--- config.mk ---
export PLATFORM = sky130hd
export DESIGN_NAME = bcd_para_binario_seq_flat
export DESIGN_NICKNAME = d
export VERILOG_FILES = /design/src/rtl/bcd_para_binario_seq_pkg.sv /design/src/rtl/bcd_para_binario_seq_if.sv /design/src/rtl/bcd_para_binario_seq_corrige.sv /design/src/rtl/bcd_para_binario_seq.sv /design/src/flat_wrapper.sv
export SDC_FILE = /design/constraint.sdc
export NUM_CORES = 1
export LEC_CHECK = 0
export CAP_MARGIN = 20
export CORE_MARGIN = 2
export CORE_UTILIZATION = 49
export DETAILED_ROUTE_END_ITERATION = 10
export PLACE_DENSITY = 0.77
export RECOVER_POWER = 100
export SLEW_MARGIN = 20
export SYNTH_ARGS = -nofsm -noshare
export SYNTH_HDL_FRONTEND = slang
export SYNTH_SLANG_ARGS = --single-unit
export TNS_END_PERCENT = 30
--- constraint.sdc ---
create_clock -name clock_i -period 1.77 [get_ports clock_i]
set_input_delay 0.4425 -clock clock_i [delete_from_list [all_inputs] [get_ports clock_i]]
set_output_delay 0.4425 -clock clock_i [all_outputs]
set_load 0.03 [all_outputs]
--- src/rtl/bcd_para_binario_seq_pkg.sv ---
// Shared definitions for the sequential BCD-to-binary converter.
package bcd_para_binario_seq_pkg;

    typedef enum logic [1:0] {
        OCIOSO  = 2'd0,
        DESLOCA = 2'd1,
        SINAL   = 2'd2
    } estado_t;

    localparam int ITERACOES       = 16;
    localparam int BCD_MAX         = 9;
    localparam int LIMIAR_CORRECAO = 8;

    // True when any of the four packed BCD nibbles is outside 0..9.
    function automatic logic tem_digito_invalido(input logic [15:0] bcd);
        logic inv;
        inv = 1'b0;
        for (int i = 0; i < 4; i++) begin
            if (bcd[i*4 +: 4] > 4'(BCD_MAX)) inv = 1'b1;
        end
        return inv;
    endfunction

endpackage

--- src/rtl/bcd_para_binario_seq_if.sv ---
// Request/result bundle between the digit entry side and the converter.
interface bcd_para_binario_seq_if #(
    parameter int LARGURA_SAIDA = 32
);
    logic                     start;
    logic                     negativo;
    logic [3:0]               milhar;
    logic [3:0]               centena;
    logic [3:0]               dezena;
    logic [3:0]               unidade;
    logic [LARGURA_SAIDA-1:0] numero;
    logic                     ocupado;
    logic                     pronto;
    logic                     erro;

    modport master (
        output start, negativo, milhar, centena, dezena, unidade,
        input  numero, ocupado, pronto, erro
    );

    modport slave (
        input  start, negativo, milhar, centena, dezena, unidade,
        output numero, ocupado, pronto, erro
    );
endinterface

--- src/rtl/bcd_para_binario_seq_corrige.sv ---
// One-digit correction for reverse double dabble: digits >= 8 after a right shift lose 3.
module corrige_digito_bcd
    import bcd_para_binario_seq_pkg::*;
(
    input  logic [3:0] digito_i,
    output logic [3:0] digito_o
);
    assign digito_o = (digito_i >= 4'(LIMIAR_CORRECAO)) ? digito_i - 4'd3 : digito_i;
endmodule

--- src/rtl/bcd_para_binario_seq.sv ---
// Sequential BCD-to-binary converter: 16 shift+correct steps, then sign application.
module bcd_para_binario_seq
    import bcd_para_binario_seq_pkg::*;
#(
    parameter int LARGURA_SAIDA = 32
) (
    input logic                   clock_i,
    input logic                   reset_i,
    bcd_para_binario_seq_if.slave bus
);
    estado_t                  estado_q, estado_d;
    logic [4:0]               contador_q, contador_d;
    logic [15:0]              bcd_q, bcd_d;
    logic [15:0]              bin_q, bin_d;
    logic                     neg_q, neg_d;
    logic                     inv_q, inv_d;
    logic [LARGURA_SAIDA-1:0] numero_q, numero_d;
    logic                     erro_q, erro_d;
    logic                     pronto_q, pronto_d;

    logic [15:0]              bcd_desl;
    logic [15:0]              bcd_corr;
    logic [LARGURA_SAIDA-1:0] bin_ext;

    // The low bcd bit drops into bin[15]; the four nibbles are then corrected in parallel.
    assign bcd_desl = {1'b0, bcd_q[15:1]};

    for (genvar g = 0; g < 4; g++) begin : g_corr
        corrige_digito_bcd u_corr (
            .digito_i (bcd_desl[g*4 +: 4]),
            .digito_o (bcd_corr[g*4 +: 4])
        );
    end

    assign bin_ext = LARGURA_SAIDA'($signed(bin_q));

    // Next-state and datapath updates for the three-state sequencer.
    always_comb begin
        estado_d   = estado_q;
        contador_d = contador_q;
        bcd_d      = bcd_q;
        bin_d      = bin_q;
        neg_d      = neg_q;
        inv_d      = inv_q;
        numero_d   = numero_q;
        erro_d     = erro_q;
        pronto_d   = 1'b0;
        unique case (estado_q)
            OCIOSO: begin
                if (bus.start) begin
                    bcd_d      = {bus.milhar, bus.centena, bus.dezena, bus.unidade};
                    neg_d      = bus.negativo;
                    inv_d      = tem_digito_invalido(bcd_d);
                    bin_d      = '0;
                    contador_d = '0;
                    erro_d     = 1'b0;
                    estado_d   = DESLOCA;
                end
            end
            DESLOCA: begin
                bcd_d      = bcd_corr;
                bin_d      = {bcd_q[0], bin_q[15:1]};
                contador_d = contador_q + 5'd1;
                if (contador_q == 5'(ITERACOES - 1)) estado_d = SINAL;
            end
            SINAL: begin
                // Bad digits keep the previous result; timing is the same either way.
                if (inv_q) erro_d = 1'b1;
                else       numero_d = neg_q ? -bin_ext : bin_ext;
                pronto_d = 1'b1;
                estado_d = OCIOSO;
            end
            default: estado_d = OCIOSO;
        endcase
    end

    // State and datapath registers; reset aborts any conversion in flight.
    always_ff @(posedge clock_i) begin
        if (reset_i) begin
            estado_q   <= OCIOSO;
            contador_q <= '0;
            bcd_q      <= '0;
            bin_q      <= '0;
            neg_q      <= 1'b0;
            inv_q      <= 1'b0;
            numero_q   <= '0;
            erro_q     <= 1'b0;
            pronto_q   <= 1'b0;
        end else begin
            estado_q   <= estado_d;
            contador_q <= contador_d;
            bcd_q      <= bcd_d;
            bin_q      <= bin_d;
            neg_q      <= neg_d;
            inv_q      <= inv_d;
            numero_q   <= numero_d;
            erro_q     <= erro_d;
            pronto_q   <= pronto_d;
        end
    end

    assign bus.numero  = numero_q;
    assign bus.ocupado = (estado_q != OCIOSO);
    assign bus.pronto  = pronto_q;
    assign bus.erro    = erro_q;
endmodule

--- src/flat_wrapper.sv ---
// flat-port wrapper written by rule: the top's interface ports become plain ports
module bcd_para_binario_seq_flat import bcd_para_binario_seq_pkg::*;
#(
    parameter int LARGURA_SAIDA = 32
)
  (clock_i, reset_i, bus_start, bus_negativo, bus_milhar, bus_centena, bus_dezena, bus_unidade, bus_numero, bus_ocupado, bus_pronto, bus_erro);
  bcd_para_binario_seq_if #(.LARGURA_SAIDA(LARGURA_SAIDA)) bus_i ();
  input logic clock_i;
  input logic reset_i;
  input wire logic [$bits(bus_i.start)-1:0] bus_start;
  input wire logic [$bits(bus_i.negativo)-1:0] bus_negativo;
  input wire logic [$bits(bus_i.milhar)-1:0] bus_milhar;
  input wire logic [$bits(bus_i.centena)-1:0] bus_centena;
  input wire logic [$bits(bus_i.dezena)-1:0] bus_dezena;
  input wire logic [$bits(bus_i.unidade)-1:0] bus_unidade;
  output wire logic [$bits(bus_i.numero)-1:0] bus_numero;
  output wire logic [$bits(bus_i.ocupado)-1:0] bus_ocupado;
  output wire logic [$bits(bus_i.pronto)-1:0] bus_pronto;
  output wire logic [$bits(bus_i.erro)-1:0] bus_erro;
  assign bus_i.start = bus_start;
  assign bus_i.negativo = bus_negativo;
  assign bus_i.milhar = bus_milhar;
  assign bus_i.centena = bus_centena;
  assign bus_i.dezena = bus_dezena;
  assign bus_i.unidade = bus_unidade;
  assign bus_numero = bus_i.numero;
  assign bus_ocupado = bus_i.ocupado;
  assign bus_pronto = bus_i.pronto;
  assign bus_erro = bus_i.erro;
  bcd_para_binario_seq #(.LARGURA_SAIDA(LARGURA_SAIDA)) u_core (.clock_i(clock_i), .reset_i(reset_i), .bus(bus_i));
endmodule
### After elaboration in Yosys (flattened, before gate mapping)

Index checks and enable logic that the tools add are counted.

| operators by class | value |
|---|---|
| add/sub/neg operators | 6 |
| multipliers | 0 |
| div/mod/pow operators | 0 |
| order comparisons | 8 |
| eq/ne operators | 6 |
| shift operators | 0 |
| mux-type cells | 22 |
| bitwise logic cells | 1 |
| reductions and logical operators | 9 |

Operators by type and width:

| cell | count |
|---|---|
| $pmux W16 S2 | 2 |
| $mux W16 | 2 |
| $mux W32 | 1 |
| $neg A32 Y32 | 1 |
| $gt A4 B4 Y1 const B | 4 |
| $mux W4 | 4 |
| $ge A4 B4 Y1 const B | 3 |
| $sub A4 B2 Y4 const B | 3 |
| $pmux W5 S2 | 1 |
| $reduce_and A2 Y1 | 4 |
| $mux W1 | 7 |
| $reduce_bool A2 Y1 | 3 |
| $add A5 B1 Y5 const B | 1 |
| $eq A5 B4 Y1 const B | 1 |
| $mux W5 | 1 |
| $ge A3 B4 Y1 const B | 1 |
| $mux W2 | 2 |
| $ne A2 B1 Y1 const B | 2 |
| $pmux W2 S2 | 1 |
| $sub A3 B2 Y4 const B | 1 |
| $reduce_and A3 Y1 | 1 |
| $eq A2 B1 Y1 const B | 1 |
| $eq A2 B2 Y1 const B | 1 |
| $logic_not A2 Y1 | 1 |
| 3 further kinds | 3 |

| word-level totals | value |
|---|---|
| register bits | 75 |
| latch bits | 0 |
| RAM bits | 0 |
| memory bits (read-only) | 0 |
| logic and storage cells | 61 |
| memories kept | 0 |

### Longest topological paths before layout

| depth | value |
|---|---|
| depth after elaboration | 5 |
| depth in mapped cells | 8 |
| depth with buffers taken out | 7 |

### Hierarchy

Synthesis repeated with hierarchy kept, for this count alone.

| unflattened totals | value |
|---|---|
| cells, all modules | 389 |
| area total of the unflattened synthesis | 3408.3 um2 |

Modules (own cells, without submodules):

| module | times used | cells each | area each (um2) | sequential area each (um2) |
|---|---|---|---|---|
| bcd_para_binario_seq | 1 | 345 | 3103.0 | 1501.4 |
| corrige_digito_bcd | 4 | 11 | 76.3 | 0.0 |

### Least setup slack after synthesis

Ideal clock, no wire load.

| timing path | value |
|---|---|
| path type | register -> register |
| start point | reg u_core.bin_q[5] |
| end point | reg u_core.numero_q[15], in the netlist u_core.bus.numero[15] |
| arrival time | 1.803 ns |
| required time | 1.638 ns |
| path slack | -0.165 ns |
| stages on the path, launching flop included | 9 |
| path buffers | 1 |
| period minus slack after synthesis | 1.935 ns |
| path through | dfxtp_1 or4_1 buf_6 nor3_1 nand2_1 ha_1 nand2_1 o211ai_1 a21oi_1 |

| on the way | value |
|---|---|
| word-level cells in the longest chain between the ends | 2 |

RTL lines:

| what | RTL line | source |
|---|---|---|
| from (decl) | bcd_para_binario_seq.sv:14 | `logic [15:0] bin_q, bin_d;` |
| from (signal assigned) | bcd_para_binario_seq.sv:93 | `bin_q <= bin_d;` |
| $neg A32 Y32 | bcd_para_binario_seq.sv:69 | `else numero_d = neg_q ? -bin_ext : bin_ext;` |
| $mux W32 | bcd_para_binario_seq.sv:69 |  |
| to (signal assigned) | bcd_para_binario_seq.sv:96 | `numero_q <= numero_d;` |
| to (decl) | bcd_para_binario_seq.sv:17 | `logic [LARGURA_SAIDA-1:0] numero_q, numero_d;` |

Every way passes these cells.
A chain may end at the register's enable or synchronous reset.

### Worst setup path after layout

| timing path | value |
|---|---|
| start point | reg u_core.bin_q[8] |
| end point | reg u_core.numero_q[15], in the netlist u_core.bus.numero[15] |

The elaborated chain is that of the path after synthesis.

==> out/qor.csv <==
metric;value;unit
status;complete, but fails checks;
failing checks;setup timing;
Max clock buf depth;2;
Final Hold Viols;0;
setup ws final;-0.114;ns
crit-path max cell delay;0.52;ns
GP Congestion;0.764;
initial antenna violation count;0;
Layout Nets;515;
Buf+Inv Stages, Crit Path;1;
Tightest Pin Transition;0.951;ns
global-route wire length before repair;13.1;mm
Post-synth EDFFs;0;
mapped cell area;3460;µm²
top cell type's share of synthesized area;43.4;%
Area contributors post-synth;dfxtp_1, nand2_1, nor2_1;
Synth Instances;407;
Mean Syn Cell Area;8.49;µm²
TritonRoute pass-1 iters;5;
critical path depth in cells;8;
DRT antenna net count;0;
Final Core Density;67.6;%
Die ar.;7740;µm²
final cycle utilization of the critical path;106;%
Final Max Tran Viols;0;
initial core utilization;50.9;%
routed via count;3134;
Clk Latency, worst-skew pair;0.35;ns
Peak VDD IR;0.378;mV
DIE WIDTH;88.0;µm
RSZ-0062 raised after global routing;yes;
worst path arrival time;2.16;ns
leakage power;2.00;nW
CP Max Fanout;8;
routed wire length;7.90;mm
Primary FF master, synth;dfxtp_1;
cell with the most instances on the worst path;nand2_1;
asr flop ratio synth;0;%
Mapped Nets;437;
PwrDens;812;nW/µm²
Yosys reg bits;75;
I/O pins;55;
# diodes;0;
critical path's slowest cell;or4_4;
hold depth;1;
synth warn;0;
dpl ws;-0.216;ns
Hold Path Class;reg -> reg;
worst r2r path cells;8;
total of max-cap violations;0;
reg2reg setup slack;-0.11;ns
area grow syn2layout;32.8;%
CP Launch Type;register;
clock sinks;75;
post-DR vias/cell;5.35;
CTS clk-pin slew, worst paths;0.08;ns
root buf cell;clkbuf_8;
Top Family by Delay on Critical Path;simple AND/OR/NAND/NOR gates;
Distinct cells, synth;47;
Tot Pwr;3.73;mW
DRC violation count after routing;0;
commonest non-fill, non-tap cell in the layout;dfxtp_1;
DIE HEIGHT;88.0;µm
worst path required time;2.05;ns
Iter 0 DRT Violations;236;
CTS tree;done;
Setup Viol. Count Final;11;
FMAX;0.531;GHz
grt total ovfl;0;
most frequent cells in the layout;dfxtp_1, nand2_1, nor2_1, buf_4, dlygate4sd2_1;
Setup TNS Final;-0.544;ns
IO buf count;54;
Fill cells;575;
Hold-fix buffers, CTS;0;
WL/cell;13.5;µm
hold_ws;0.454;ns
Tmin final;1.88;ns
gr usage total;21.3;%
Yosys top cell by area;dfxtp_1;
CP Capture Type;register;
Worst Skew;0.00405;ns
Worst slew margin;36.4;%
DP Wirelength;5.49;mm
# rows;30;
core area;6790;µm²
maximum level of the CTS H-tree;3;
crit-path cells;or4_4, buf_6, nor3_4, nand2_1, ha_1, nand2_1, o211ai_1, a21oi_1;
vias in the first global route;2947;
largest net degree at the start of global routing;47;
WS Path Type;reg -> reg;
CTS buffer count;9;
layout cells sized above 1;17.3;%
Seq/Total Area, Yosys;43.4;%
## cell type report
cell class                 count  area [µm²]  area share, %
inverter                      11        41.3          0.899
clock inverter                 7         116           2.53
clock buffer                   9         124           2.70
multi-input combinational    289        1840           40.1
sequential                    75        1510           32.8
tap                           96         120           2.62
timing repair buffer          99         845           18.4
## report_power, final
part           switching [mW]  internal (mW)
sequential             0.0483           1.73
combinational           0.203          0.161
clock                   0.653          0.934
## Yosys cell counts, types with 2 or more instances
master / instances
or4b_1: 2
o41ai_4: 3
clkbuf_1: 20
a21oi_1: 26
buf_2: 4
a31oi_1: 2
a21o_1: 8
ha_1: 10
nand2b_1: 5
dfxtp_1: 75
xor2_1: 9
a211oi_1: 15
nor2_1: 49
nor4_1: 3
nand3b_1: 2
buf_1: 7
or2_2: 4
o211a_1: 3
o41ai_1: 2
nor3b_1: 2
nor3_1: 2
a311oi_1: 12
inv_1: 11
o21ai_0: 11
nor2b_1: 3
nor3b_2: 2
a221oi_1: 3
xnor2_1: 8
or4_1: 3
mux2i_1: 2
nand3_1: 30
nand2_1: 54
## cell families (layout without fill, tap and decap cells)
| logic type | Yosys count | count (layout) | share of synthesized area [%] |
|---|---|---|---|
| flops | 75 | 75 | 43.4 |
| buf+inv | 43 | 126 | 5.03 |
| fa+ha+maj | 10 | 10 | 3.62 |
| simple gates | 168 | 168 | 23.1 |
| compound gates | 92 | 92 | 19.9 |
| xor+xnor | 17 | 17 | 4.31 |
| mux | 2 | 2 | 0.579 |
## flip-flops by register name, summed over array words and instances (netlist names)
register           cells
u_core.bin_q          16
u_core.estado_q        2
u_core.bcd_q          16
u_core.bus.erro        1
u_core.inv_q           1
u_core.neg_q           1
u_core.contador_q      5
u_core.bus.numero     32
u_core.bus.pronto      1
## path summary, 6_finish.rpt
check	to	start
worst max-delay path	u_core.bus.numero[15]	u_core.bin_q[8]
worst min-delay path	u_core.bus.numero[26]	u_core.bus.numero[26]
worst max register to register	u_core.bus.numero[15]	u_core.bin_q[8]
worst min register to register	u_core.bus.numero[26]	u_core.bus.numero[26]
## per-layer routing
metal  global-route usage (%)  up-vias  routed length (µm)  part of all wire [%]
met5                        0        -                   0                     0
met3                     2.83       12                 249                   3.2
li1                         -     1581                   -                     -
met4                     9.65        0                 136                   1.7
met2                     37.7       65                3950                    50
met1                     25.7     1476                3560                    45
## timing repair
| item | CTS | global route |
|---|---|---|
| setup endpoints to repair | 54 | 25 |
| pin swaps | 3 | 5 |
| resized for setup | 35 | 7 |
| setup buffers | 1 | 2 |
## through the flow
step	std cells	area (µm²)
after floorplan	407	3490
after global placement	567	4350
after detailed placement	567	4350
after CTS	584	4560
after global routing	586	4590
final	586	4590
(Power assumes the default switching activity.)
